### src/rtl/fetch_controller_pkg.sv
// Shared defaults, FSM state type and helpers for the instruction fetch controller.
// Build flag FETCH_NOP_SKIP_EN (consumed by fetch_controller) drops all-zero words.
package fetch_controller_pkg;

  localparam int ADDR_W_DEF = 6;
  localparam int DATA_W_DEF = 32;
  localparam int CNT_W      = 16;

  localparam logic [31:0] NOP_WORD = 32'h0;

  typedef enum logic [1:0] {
    ST_IDLE,
    ST_FETCH,
    ST_DRAIN,
    ST_DONE
  } fetch_state_e;

  function automatic logic [CNT_W-1:0] sat_inc(input logic [CNT_W-1:0] v);
    return (v == {CNT_W{1'b1}}) ? v : v + CNT_W'(1);
  endfunction

endpackage

### src/rtl/fetch_out_reg.sv
// Decode-side holding register: one instruction word with its address and a valid bit.
// Priority: flush, then load, then consume; otherwise the contents stall in place.
module fetch_out_reg #(
  parameter int ADDR_W = 6,
  parameter int DATA_W = 32
) (
  input  logic              clk,
  input  logic              rst_n,
  input  logic              load,
  input  logic              flush,
  input  logic              consume,
  input  logic [DATA_W-1:0] data_in,
  input  logic [ADDR_W-1:0] pc_in,
  output logic              valid,
  output logic [DATA_W-1:0] data,
  output logic [ADDR_W-1:0] pc
);

  logic              valid_reg;
  logic [DATA_W-1:0] data_reg;
  logic [ADDR_W-1:0] pc_reg;

  always_ff @(posedge clk) begin
    if (!rst_n) begin
      valid_reg <= 1'b0;
      data_reg  <= '0;
      pc_reg    <= '0;
    end else if (flush) begin
      valid_reg <= 1'b0;
    end else if (load) begin
      valid_reg <= 1'b1;
      data_reg  <= data_in;
      pc_reg    <= pc_in;
    end else if (consume) begin
      valid_reg <= 1'b0;
    end
  end

  assign valid = valid_reg;
  assign data  = data_reg;
  assign pc    = pc_reg;

endmodule

### src/rtl/fetch_controller.sv
// Sequential instruction fetcher with valid/ready decode handshake, branch redirect and drain.
// Optional FETCH_NOP_SKIP_EN: all-zero instruction words are skipped instead of presented.
module fetch_controller
  import fetch_controller_pkg::*;
#(
  parameter int ADDR_W = ADDR_W_DEF,
  parameter int DATA_W = DATA_W_DEF
) (
  input  logic              Clk,
  input  logic              Rst_n,
  input  logic              Start,
  input  logic [ADDR_W-1:0] EndAddress,
  output logic [ADDR_W-1:0] ImAddress,
  input  logic [DATA_W-1:0] ImReadData,
  output logic              InstrValid,
  input  logic              InstrReady,
  output logic [DATA_W-1:0] InstrData,
  output logic [ADDR_W-1:0] InstrPc,
  input  logic              BranchTaken,
  input  logic [ADDR_W-1:0] BranchTarget,
  output logic              Done,
  output logic [CNT_W-1:0]  FetchCount
);

  fetch_state_e      state_reg;
  logic [ADDR_W-1:0] pc_reg;
  logic [CNT_W-1:0]  count_reg;
  logic              done_reg;

  logic active;
  logic handshake;
  logic slot_free;
  logic flush;
  logic capture;
  logic is_nop;
  logic load;
  logic at_end;

  assign active    = (state_reg == ST_FETCH) || (state_reg == ST_DRAIN);
  assign handshake = InstrValid && InstrReady;
  assign slot_free = !InstrValid || InstrReady;
  assign flush     = active && BranchTaken;
  // A redirect wins over both stall and capture in the same cycle.
  assign capture   = (state_reg == ST_FETCH) && !BranchTaken && slot_free;
  assign at_end    = (pc_reg == EndAddress);

`ifdef FETCH_NOP_SKIP_EN
  assign is_nop = (ImReadData == DATA_W'(NOP_WORD));
`else
  assign is_nop = 1'b0;
`endif

  assign load = capture && !is_nop;

  always_ff @(posedge Clk) begin
    if (!Rst_n) begin
      state_reg <= ST_IDLE;
      pc_reg    <= '0;
      count_reg <= '0;
      done_reg  <= 1'b0;
    end else begin
      if (handshake) begin
        count_reg <= sat_inc(count_reg);
      end
      case (state_reg)
        ST_IDLE, ST_DONE: begin
          if (Start) begin
            state_reg <= ST_FETCH;
            pc_reg    <= '0;
            count_reg <= '0;
            done_reg  <= 1'b0;
          end
        end
        ST_FETCH: begin
          if (BranchTaken) begin
            pc_reg <= BranchTarget;
          end else if (capture) begin
            pc_reg <= pc_reg + ADDR_W'(1);
            if (at_end) begin
              // A skipped final word leaves the output empty, so nothing is left to drain.
              if (is_nop) begin
                state_reg <= ST_DONE;
                done_reg  <= 1'b1;
              end else begin
                state_reg <= ST_DRAIN;
              end
            end
          end
        end
        ST_DRAIN: begin
          if (BranchTaken) begin
            state_reg <= ST_FETCH;
            pc_reg    <= BranchTarget;
          end else if (handshake) begin
            state_reg <= ST_DONE;
            done_reg  <= 1'b1;
          end
        end
        default: begin
          state_reg <= ST_IDLE;
        end
      endcase
    end
  end

  fetch_out_reg #(
    .ADDR_W(ADDR_W),
    .DATA_W(DATA_W)
  ) u_out (
    .clk    (Clk),
    .rst_n  (Rst_n),
    .load   (load),
    .flush  (flush),
    .consume(handshake),
    .data_in(ImReadData),
    .pc_in  (pc_reg),
    .valid  (InstrValid),
    .data   (InstrData),
    .pc     (InstrPc)
  );

  assign ImAddress  = pc_reg;
  assign Done       = done_reg;
  assign FetchCount = count_reg;

endmodule

### config.mk
export PLATFORM = sky130hd
export DESIGN_NAME = fetch_controller
export DESIGN_NICKNAME = d
export VERILOG_FILES = /design/src/rtl/fetch_controller_pkg.sv /design/src/rtl/fetch_out_reg.sv /design/src/rtl/fetch_controller.sv
export SDC_FILE = /design/constraint.sdc
export NUM_CORES = 1
export LEC_CHECK = 0
export BUFFER_PORTS_ARGS = -buffer_cell sky130_fd_sc_hd__buf_2
export CORE_MARGIN = 10
export CORE_UTILIZATION = 45
export CTS_CLUSTER_SIZE = 12
export DETAILED_ROUTE_END_ITERATION = 12
export PLACE_DENSITY = 0.73
export SLEW_MARGIN = 20
export SYNTH_ARGS = -nofsm -noshare
export SYNTH_HDL_FRONTEND = slang
export SYNTH_SLANG_ARGS = --single-unit
export TNS_END_PERCENT = 30
### constraint.sdc
create_clock -name Clk -period 2.76 [get_ports Clk]
set_input_delay 0.276 -clock Clk [delete_from_list [all_inputs] [get_ports Clk]]
set_output_delay 0.276 -clock Clk [all_outputs]
set_load 0.005 [all_outputs]
==> metrics.txt <==
Startpoint Class=register; CP max FO=8; Crit path required time=3.00 ns; Via density=5.18; synthesis-stage register bit count=64; insertion delay to the later sink of the worst-skew pair=0.32 ns; slew margin rel.=47.5%; Post-synth EDFFs=0; unique cell type count in the Yosys netlist=42; max cap viols=0; DR DRC count=0; Post-Syn Area per Cell=7.89 um^2; status=finished, final reports clean; Hold Vio Cnt, Final=0; xor and xnor area share after synthesis=5.31%; HP Class=input port to register; largest net degree at the start of global routing=47; core footprint=0.00599 mm^2; yosys synthesis warning count=0; number of global-route vias before repair=2573; post-synthesis async set-or-reset flop share=0%; largest family of logic cells by synthesized area=simple AND/OR/NAND/NOR gates; Worst Tran Pin Value=0.786 ns; global route overflow=0; Reg clk slew, reported paths=0.07 ns; Worst setup EP type=register; TritonCTS Buffers=9; initial antenna violation count=0; Worst path slowest cell=a211o_1; clock skew=between 0.01 and 0.015 ns; DR WL/cell=between 10 and 15 um; total negative slack=0 ns; fraction of layout cells with a size suffix above 1=28.6%; Lkg Pwr=roughly 0.0015 uW; Final Util=59.5%; DR vias=2780; root buffer cell=clkbuf_8; Final Setup Violations=0; crit path cell chain=inv_1, ha_1, nor2b_1, a211o_1, nor2_1, o21ai_1, a21oi_1; Slew Viols, Final=0; CP top delay family=compound AO/OA/AOI/OAI gates; die footprint=0.00979 mm^2; unrepaired setup endpoints after global routing=no; Max VDD drop=0.385 mV; H-tree Lvls=3; Die Y-Extent=between 90 and 100 um; Synth Area in Adders=approximately 2.2%; Tcrit/Tclk final=69.7%; CP Buf/Inv Count=1; Antenna Nets Post-Route=0; WP depth=7; Min-Delay Path Depth=3; Setup Buffers After CTS=0; mux cell area share after synthesis=1.07%; Worst Reg-to-Reg Cells=7; post-CTS sizing=0; Cell Area, Synth=0.00280 mm^2; Routability Congestion=around 0.83; DRT Wirelength=7630 um; CTS tree=done; FMAX=0.520 GHz; Port Buffers=110; Tot GR Track Use=14.7%; CP max stage delay=0.37 ns; Area growth syn-to-layout=27.2%; n_diodes=0; initial drt markers=about 140; Final nets=512; commonest non-fill, non-tap cells in the layout=buf_2, nand2_1, dfxtp_1; clk sink count=64; cells after synthesis=355; compound-cell area share of the yosys netlist=16.7%; Rows=28; R2R setup slack=0.84 ns; post-synthesis net count=around 400; Reg2Reg Launch Point=state_reg[0]; initial core utilization=46.8%; top_reg_cell synth=dfxtp_1; DRT Pass-1 Iters=4; capture instance of the worst register-to-register path=ImAddress[5]; Hold EP=u_out.data[17]; max FFs per register=32; global-route wire length before repair=around 12000 um; CTS max path bufs=2; IO Pins=111; Min-Delay Startpoint=ImReadData[17]; kind of critical path=register to register; Pwr Total=2120 uW; CP arrival=2.17 ns; DP HPWL=5670 um; hold buffers post-CTS=0; minimum clock period=1.92 ns; DIE WIDTH=98.9 um; Simple-Gate Fraction of Synth Area=between 20% and 30%; register area share after synthesis=approximately 46%; Fillers=573; commonest non-fill, non-tap cell in the layout=buf_2; PwrDens=595 mW/mm^2
worst min-delay path, delay by kind of cell:
kind                   cells  cell delay (ns)
buffers and inverters      1             0.09
and+or+nand+nor            1             0.04
AOI/OAI and AO/OA          1             0.05
power by group:
group | leakage, uW | internal (uW) | switching [uW]
clock | 0.0000975 | 418 | 330
sequential | 0.000518 | 977 | 34.5
combinational | 0.000932 | 141 | 220
cells in the mapped netlist (3+ instances only):
library cell  number  share of area (%)
a211o_1            3               0.94
a21oi_1           48                8.6
a22oi_1            5                1.3
a31oi_1            4               0.89
and3_1             3               0.67
buf_2              3               0.54
clkbuf_1          15                2.0
dfxtp_1           64                 46
ha_1               5                2.2
inv_1              7               0.94
mux2i_1            3                1.1
nand2_1           90                 12
nand2b_1           4               0.89
nand3_1            8                1.4
nand4_1            4               0.89
nor2_1            23                3.1
nor2b_1            4               0.89
nor3_1            10                1.8
o21ai_0           10                1.8
xnor2_1           11                3.4
xor2_1             6                1.9
final cells by class:
| cell class | instances | area [um^2] | share of cell area (%) |
|---|---|---|---|
| inverter | 8 | 30.0 | 0.842 |
| timing repair buffer | 113 | 573 | 16.1 |
| tap | 75 | 93.8 | 2.63 |
| clock inverter | 2 | 12.5 | 0.351 |
| clock buffer | 13 | 179 | 5.02 |
| sequential | 64 | 1280 | 35.9 |
| multi-input combinational | 262 | 1400 | 39.2 |
how the worst max path moves through the flow:
stage	startpoint	endpoint
3_3_place_gp	state_reg[0]	ImAddress[0]
4_1_cts	state_reg[1]	state_reg[1]
6_report	state_reg[0]	ImAddress[5]
2_1_floorplan	state_reg[0]	state_reg[1]
5_1_grt	state_reg[0]	ImAddress[0]
3_5_place_dp	state_reg[0]	ImAddress[5]
routing by layer:
layer / track usage, % / vias to the layer above / wire length [um]
met3: 6.35 / 8 / 551
met5: 0 / - / 0
li1: - / 1404 / -
met1: 17.3 / 1293 / 3320
met4: 4.63 / 0 / 94
met2: 23.4 / 75 / 3660
cell families (layout without fill, tap and decap cells):
kind of cell	Yosys count	in the layout
and+or+nand+nor	156	156
AOI/OAI and AO/OA	81	81
DFF	64	64
buffers and inverters	29	136
xor gates and xnor gates	17	17
adders and majority gates	5	5
muxes	3	3
through the flow:
stage	hold WS, ns	instance area, um^2	setup slack [ns]	cells
after floorplan	0.407	2800	1.00	355
after global placement	0.438	3370	0.911	522
after detailed placement	0.444	3370	0.864	522
after CTS	0.170	3570	0.848	537
after global routing	0.171	3570	0.636	537
final	0.184	3570	0.837	537
No activity file was read; power rests on OpenSTA's default activity.
